## config.mk

```make
export PLATFORM = sky130hd
export DESIGN_NAME = router_fifo
export DESIGN_NICKNAME = d
export VERILOG_FILES = /design/src/rtl/router_pkg.sv /design/src/rtl/router_fifo_mem.sv /design/src/rtl/router_fifo.sv
export SDC_FILE = /design/constraint.sdc
export NUM_CORES = 1
export LEC_CHECK = 0
export ABC_AREA = 0
export BUFFER_PORTS_ARGS = -buffer_cell sky130_fd_sc_hd__clkbuf_2
export CAP_MARGIN = 15
export CORE_MARGIN = 1
export CORE_UTILIZATION = 25
export CTS_BUF_LIST = sky130_fd_sc_hd__clkbuf_8 sky130_fd_sc_hd__clkbuf_16
export DETAILED_ROUTE_END_ITERATION = 16
export PLACE_DENSITY = 0.47
export SLEW_MARGIN = 5
export SYNTH_ARGS = -nofsm -noshare
export SYNTH_HDL_FRONTEND = slang
export SYNTH_SLANG_ARGS = --single-unit
```

## constraint.sdc

```tcl
create_clock -name clock -period 3.2 [get_ports clock]
set_input_delay 0.64 -clock clock [delete_from_list [all_inputs] [get_ports clock]]
set_output_delay 0.64 -clock clock [all_outputs]
set_load 0.05 [all_outputs]
```

## src/rtl/router_pkg.sv

```systemverilog
// Shared constants for the 1x3 router: byte width, buffer depth and header field layout.
package router_pkg;

    localparam int DATA_W       = 8;
    localparam int FIFO_DEPTH   = 16;
    localparam int FIFO_ADDR_W  = $clog2(FIFO_DEPTH);
    localparam int PKT_CNT_W    = 7;

    // Header byte: [7:2] payload length, [1:0] destination address.
    localparam int HDR_LEN_MSB  = 7;
    localparam int HDR_LEN_LSB  = 2;
    localparam int HDR_ADDR_MSB = 1;
    localparam int HDR_ADDR_LSB = 0;

    // The stored word carries the header tag just above the payload byte.
    localparam int TAG_BIT      = DATA_W;

endpackage

```

## src/rtl/router_fifo_mem.sv

```systemverilog
// Register array behind router_fifo: one synchronous write port, one combinational read port.
module router_fifo_mem #(
    parameter int WORD_W = 9,
    parameter int DEPTH  = 16,
    parameter int ADDR_W = 4
) (
    input  logic              clock,
    input  logic              we,
    input  logic [ADDR_W-1:0] waddr,
    input  logic [WORD_W-1:0] wdata,
    input  logic [ADDR_W-1:0] raddr,
    output logic [WORD_W-1:0] rdata
);

    logic [WORD_W-1:0] mem [DEPTH];

    // No reset: contents are only ever read behind a valid pointer.
    always_ff @(posedge clock) begin
        if (we) begin
            mem[waddr] <= wdata;
        end
    end

    assign rdata = mem[raddr];

endmodule

```

## src/rtl/router_fifo.sv

```systemverilog
// Per-destination output buffer: tagged byte FIFO with a read-side packet counter.
module router_fifo #(
    parameter int DATA_W = router_pkg::DATA_W,
    parameter int DEPTH  = router_pkg::FIFO_DEPTH,
    parameter int ADDR_W = router_pkg::FIFO_ADDR_W
) (
    input  logic              clock,
    input  logic              resetn,
    input  logic              soft_reset,
    input  logic              write_enb,
    input  logic              read_enb,
    input  logic              lfd_state,
    input  logic [DATA_W-1:0] data_in,
    output logic              full,
    output logic              empty,
    output logic [DATA_W-1:0] data_out
);

    import router_pkg::*;

    localparam int WORD_W = DATA_W + 1;

    logic [ADDR_W:0]    wr_ptr_q, wr_ptr_d;
    logic [ADDR_W:0]    rd_ptr_q, rd_ptr_d;
    logic [PKT_CNT_W-1:0] pkt_cnt_q, pkt_cnt_d;
    logic [DATA_W-1:0]  data_out_q, data_out_d;

    logic               wr_accept;
    logic               rd_accept;
    logic [WORD_W-1:0]  wr_word;
    logic [WORD_W-1:0]  rd_word;
    logic [PKT_CNT_W-1:0] hdr_cnt;

    // Wrap bit differs with equal index bits only when every slot is occupied.
    assign empty = (wr_ptr_q == rd_ptr_q);
    assign full  = (wr_ptr_q[ADDR_W] != rd_ptr_q[ADDR_W]) &&
                   (wr_ptr_q[ADDR_W-1:0] == rd_ptr_q[ADDR_W-1:0]);

    assign wr_accept = write_enb && !full && !soft_reset;
    assign rd_accept = read_enb && !empty && !soft_reset;
    assign wr_word   = {lfd_state, data_in};

    router_fifo_mem #(
        .WORD_W(WORD_W),
        .DEPTH (DEPTH),
        .ADDR_W(ADDR_W)
    ) u_mem (
        .clock(clock),
        .we   (wr_accept),
        .waddr(wr_ptr_q[ADDR_W-1:0]),
        .wdata(wr_word),
        .raddr(rd_ptr_q[ADDR_W-1:0]),
        .rdata(rd_word)
    );

    // A header reload counts the payload bytes plus the trailing parity byte.
    assign hdr_cnt = PKT_CNT_W'(rd_word[HDR_LEN_MSB:HDR_LEN_LSB]) + PKT_CNT_W'(1);

    always_comb begin
        wr_ptr_d   = wr_ptr_q;
        rd_ptr_d   = rd_ptr_q;
        pkt_cnt_d  = pkt_cnt_q;
        data_out_d = data_out_q;

        if (soft_reset) begin
            wr_ptr_d   = '0;
            rd_ptr_d   = '0;
            pkt_cnt_d  = '0;
            data_out_d = '0;
        end else begin
            if (wr_accept) begin
                wr_ptr_d = wr_ptr_q + 1'b1;
            end
            if (rd_accept) begin
                rd_ptr_d   = rd_ptr_q + 1'b1;
                data_out_d = rd_word[DATA_W-1:0];
                if (rd_word[DATA_W]) begin
                    pkt_cnt_d = hdr_cnt;
                end else if (pkt_cnt_q != '0) begin
                    pkt_cnt_d = pkt_cnt_q - 1'b1;
                end
            end else if (pkt_cnt_q == '0) begin
                data_out_d = '0;
            end
        end
    end

    always_ff @(posedge clock or negedge resetn) begin
        if (!resetn) begin
            wr_ptr_q   <= '0;
            rd_ptr_q   <= '0;
            pkt_cnt_q  <= '0;
            data_out_q <= '0;
        end else begin
            wr_ptr_q   <= wr_ptr_d;
            rd_ptr_q   <= rd_ptr_d;
            pkt_cnt_q  <= pkt_cnt_d;
            data_out_q <= data_out_d;
        end
    end

    assign data_out = data_out_q;

endmodule
```

==> Yosys cells after proc, flatten, opt, wreduce, memory -nomap -nowiden <==
Memory sizes are Yosys's and may differ from the RTL's.
Cells that the tools add are included.
{ "word_totals": {"elab_cells": 40, "rom_bits": 0, "input_bits": 14, "out_inout_bits": 10, "mem_count": 1, "latch_bits": 0, "ram_bits": 144, "regBits": 25} }
{ "memory_table": {"columns": ["name", "depth", "width", "read_ports", "rd_ports_with_merged_regs", "wr", "line", "rtl"], "rows": [
  ["u_mem.mem", 16, 9, 1, 0, 1, "router_fifo_mem.sv:15", "logic [WORD_W-1:0] mem [DEPTH];"]
]} }
{ "classes": {"n_reduce_logical": 15, "n_mux": 13, "mul": 0, "shift": 0, "n_eq_ne": 3, "magnitude_cmp": 0, "bitwise_logic": 0, "add_sub_neg": 4, "div": 0} }
{ "op_table": {"columns": ["op", "n"], "rows": [
  ["7-bit two-way mux", 4],
  ["8-bit two-way mux", 3],
  ["5-bit two-way mux", 4],
  ["5-bit by 1-bit adder with 5-bit output, second input constant", 2],
  ["6-bit by 1-bit adder with 7-bit output, second input constant", 1],
  ["7-bit logical NOT", 1],
  ["7-bit nonzero test", 1],
  ["7-bit by 1-bit subtractor with 7-bit output, second input constant", 1],
  ["3-bit nonzero test", 2],
  ["5-bit equality test", 1],
  ["1-bit logical AND", 5],
  ["4-bit equality test", 1],
  ["2-bit nonzero test", 2],
  ["1-bit logical NOT", 3],
  ["1-bit two-way mux", 2],
  ["2-bit AND reduction", 1],
  ["1-bit != test", 1]
]} }

==> Logic depth before layout (Yosys ltp) <==
{ "logic_depth": {"depth_word": 7, "ltp_mapped": 11, "depth_no_buf": 8} }

==> Modules after synthesis <==
From an unflattened synthesis, not the netlist that was laid out.
{ "hier_totals": {"hier_cells": 407, "area_unflattened_um2": 7073.0} }
{ "by_module_without_submodules": {"columns": ["module", "n_inst", "cells_per_inst", "area_per_inst_um2", "seq_area_each_um2"], "rows": [
  ["router_fifo_mem", 1, 245, 5600.4, 4324.1],
  ["router_fifo", 1, 162, 1472.7, 625.6]
]} }

==> Worst setup path before layout <==
Ideal clock, no wire load.
{ "synth_timing": {"path_kind": "flip-flop to flip-flop", "from": "register rd_ptr_q[0]", "to": "memory u_mem.mem[1][0] (enable)", "setup_ns": 0.399, "t_required_ns": 2.801, "path_stages_with_launch": 8, "period_less_slack_ns": 2.697, "arrival_time_ns": 2.298, "n_path_buf": 3, "path_slack_ns": 0.503, "path_cell_list": "dfrtp_1 > buf_6 > buf_12 > buf_6 > xnor2_1 > nand4_1 > o21ai_1 > nor4_1"} }
{ "synth_via": {"elab_chain_cells": 7} }
{ "synth_rtl": {"columns": ["element", "line", "rtl"], "rows": [
  ["start: declaration", "router_fifo.sv:24", "logic [ADDR_W:0] rd_ptr_q, rd_ptr_d;"],
  ["start signal: assignment", "router_fifo.sv:96", "rd_ptr_q <= rd_ptr_d;"],
  ["4-bit equality test", "router_fifo.sv:37", "(wr_ptr_q[ADDR_W-1:0] == rd_ptr_q[ADDR_W-1:0]);"],
  ["1-bit logical AND", "router_fifo.sv:36", "assign full = (wr_ptr_q[ADDR_W] != rd_ptr_q[ADDR_W]) &&"],
  ["1-bit logical NOT", "router_fifo.sv:39", "assign wr_accept = write_enb && !full && !soft_reset;"],
  ["1-bit logical AND (2 in a row)", "router_fifo.sv:39", null],
  ["1-bit two-way mux", "router_fifo_mem.sv:19", "if (we) begin"],
  ["1-bit two-way mux (implied by the code)", "router_fifo_mem.sv:20", "mem[waddr] <= wdata;"],
  ["end: declaration", "router_fifo_mem.sv:15", null]
]} }
Every way passes these cells.

==> Final worst setup path <==
{ "layout_timing": {"from": "register rd_ptr_q[0]", "to": "output full"} }
{ "layout_via": {"elab_chain_cells": 2} }
{ "layout_rtl": {"columns": ["element", "line", "rtl"], "rows": [
  ["4-bit equality test", "router_fifo.sv:37", null],
  ["1-bit logical AND", "router_fifo.sv:36", null],
  ["end: declaration", "router_fifo.sv:14", "output logic full,"]
]} }
Every way passes these cells.

==> flow_summary.ini <==
[detailed_routing]
met2_length_um = 7670
drtAntennaViolNets = 0
avgRoutedWirePerCell_um = 19.4
route.met3.wl_um = 771
top_layer_used = met5
via_per_inst = 4.48
vias = 3752
drc = 0
drt_first_iter_violations = 379
wirelength_um = 16300
wl_met1_um = 7560
first_pass_iters = 5

[finish]
fillers = 2750
area_growth_syn_to_layout_pct = 19.5
multiInputGateArea_um2 = 2010
fin_nets = 468
drive_gt1_frac = 0.265
fin_area_um2 = 8420
antenna_cells = 0
ff_latch_area_um2 = 4950

[power_and_ir_drop]
p_leak_uw = 0.00278
ir_drop_mv = 0.395
switchingPower_uw = 1450
clkPwrFrac = 0.385
pwr-share-comb = 0.168
total_power_uw = 5610
p_int_uw = 4160
seq_power_share = 0.446
p_per_area_nw_per_um2 = 666
sw_frac_of_total = 0.258

[critical_path]
worst-endpoint-arrival_ns = 2.09
cp-startpoint = rd_ptr_q[0]$_DFFE_PN0P_
cp-end-kind = output pin
cp_top_family = flip-flops
cpPeakStageDelay_ns = 0.59
crit_path_cell_trace = buf_12, xnor2_1, nand4_1, nor2_1, clkbuf_2
worstSetupPathType = reg -> out
rr_endpoint = pkt_cnt_q[5]$_DFFE_PN0P_
reg2reg_slack_ns = 0.50
cp_num_buf_inv = 2
cp-start-kind = register
worstPathRequired_ns = 2.56
critPathSlowestCell = dfrtp_2
r2r_start = rd_ptr_q[0]$_DFFE_PN0P_
reg2reg_depth = 7
crit_path_max_fanout = 17

[die]
fp.dieArea_um2 = 28900
start_util = 0.254
placementRows = 61
coreArea_um2 = 27800
fp.dieW_um = 170
io_pins = 24
die_h_um = 170

[logic_synthesis]
synth_commonest_cells = 144 x edfxtp_1, 30 x mux4_2, 26 x nor2_1, 25 x dfrtp_1, 23 x nand2_1
synth_flop_cell = edfxtp_1
syn_area_um2 = 7050
syn_nets = 420
postSynthAreaPerCell_um2 = 17.7
async_reset_ff_frac = 0.148
synth_top_area_frac = 0.614
yosysMostFrequentCell = edfxtp_1
synth_area_leaders = edfxtp_1 61%, mux4_2 9.6%, dfrtp_1 8.9%
yosys.area.top_type = edfxtp_1
synth_edf_count = 144
synth.distinct_cells = 39
ys_seq_elements = 169
ys_seq_area_frac = 0.702
yosys_warnings = 0
synth_cells = 399

[clocking]
cts_root_buf = clkbuf_16
post-cts-setup-buffers = 0
cts_buffers = 17
cts_sinks = 169
cts_tree = done
cts_buffer_depth = 2
clk_latency_ns = 0.43
cts_resized = 0
path_clk_slew_ns = 0.07
cts_hold_buf = 0
htree_levels = 4

[place]
gp_congestion = 0.749
port_buffers = 23
placed_area_um2 = 7800
hpwlAfterDp_um = 10100

[timing]
worst_pin_slew_ns = 0.674
slew_headroom = 0.548
skew_ns = 0.0105
holdWs_ns = 0.247
maxSlewViolCount = 0
rsz0062_at_grt = false
period_share = 0.852
hold_viol = 0
fmax_mhz = 367
setup_viol = 0
setup_tns_ns = 0
period_minus_slack_ns = 2.73

[min_path]
hp-class = in -> async

[global_routing]
antenna_found_initial = 1
grt_max_degree = 26
grt_pass1_vias = 3830
grt_pass1_wl_um = 24700
track_usage = 0.121
grt-ovfl-total = 0

[status]
status = complete, no violations

[job]
drv_cap = 0
[metrics by stage]
stage	setup slack [ns]	instances	util
2_1_floorplan	0.503	399	-
3_3_place_gp	0.529	806	0.281
3_5_place_dp	0.499	806	0.281
4_1_cts	0.421	838	0.303
5_1_grt	0.241	838	0.303
6_report	0.474	838	0.303
[worst max path at each step]
| stage | end | depth (start not counted) |
|---|---|---|
| 6_report | full | 5 |
| 3_3_place_gp | pkt_cnt_q[5]$_DFFE_PN0P_ | 7 |
| 2_1_floorplan | u_mem.mem[1][0]$_DFFE_PP_ | 7 |
| 3_5_place_dp | pkt_cnt_q[5]$_DFFE_PN0P_ | 7 |
| 4_1_cts | full | 5 |
| 5_1_grt | full | 5 |
[sequential cells by signal (all words and copies together), names as in the netlist]
name and flops:
data_out 8, pkt_cnt_q 7, rd_ptr_q 5, u_mem.mem 144, wr_ptr_q 5
[layout make-up]
cell class / instances / share of cell area
Sequential cell: 169 / 0.588
Timing Repair Buffer: 51 / 0.0416
Multi-Input combinational cell: 204 / 0.239
Clock inverter: 15 / 0.0236
Tap cell: 378 / 0.0561
Inverter: 4 / 0.00178
Clock buffer: 17 / 0.0505
[metal layers]
metal  up-vias  GRT usage
met2       102      0.189
met5         -          0
met3        21     0.0291
li1       1689          -
met1      1938      0.165
met4         2     0.0411
[cells in the final DEF, fill, tap and decap left out, types with 6 or more instances in the layout]
cell	count
edfxtp_1	144
mux4_2	30
nor2_1	26
buf_4	26
dfrtp_1	24
nand2_1	23
clkbuf_2	23
clkbuf_16	17
nand3_1	15
a21oi_1	14
mux4_1	12
xnor2_1	10
xor2_1	8
nand4_1	7
ha_1	7
inv_1	6
[kinds of logic after synthesis]
family,Yosys count,synth area share
compound gates,36,0.0314
xor+xnor,18,0.0224
fa+ha+maj,7,0.0124
buf+inv,26,0.0190
flops,169,0.702
mux,43,0.142
simple gates,100,0.0705
[power by group through the flow]
stage          sequential [µW]  clock, µW  combinational [µW]
2_1_floorplan             2570          0                 672
3_3_place_gp              2550          0                 946
5_1_grt                   2510       2290                1040
6_report                  2500       2160                 946
3_5_place_dp              2550          0                 948
4_1_cts                   2500       2210                 952
Note: power is estimated with default switching activity, not from simulation.
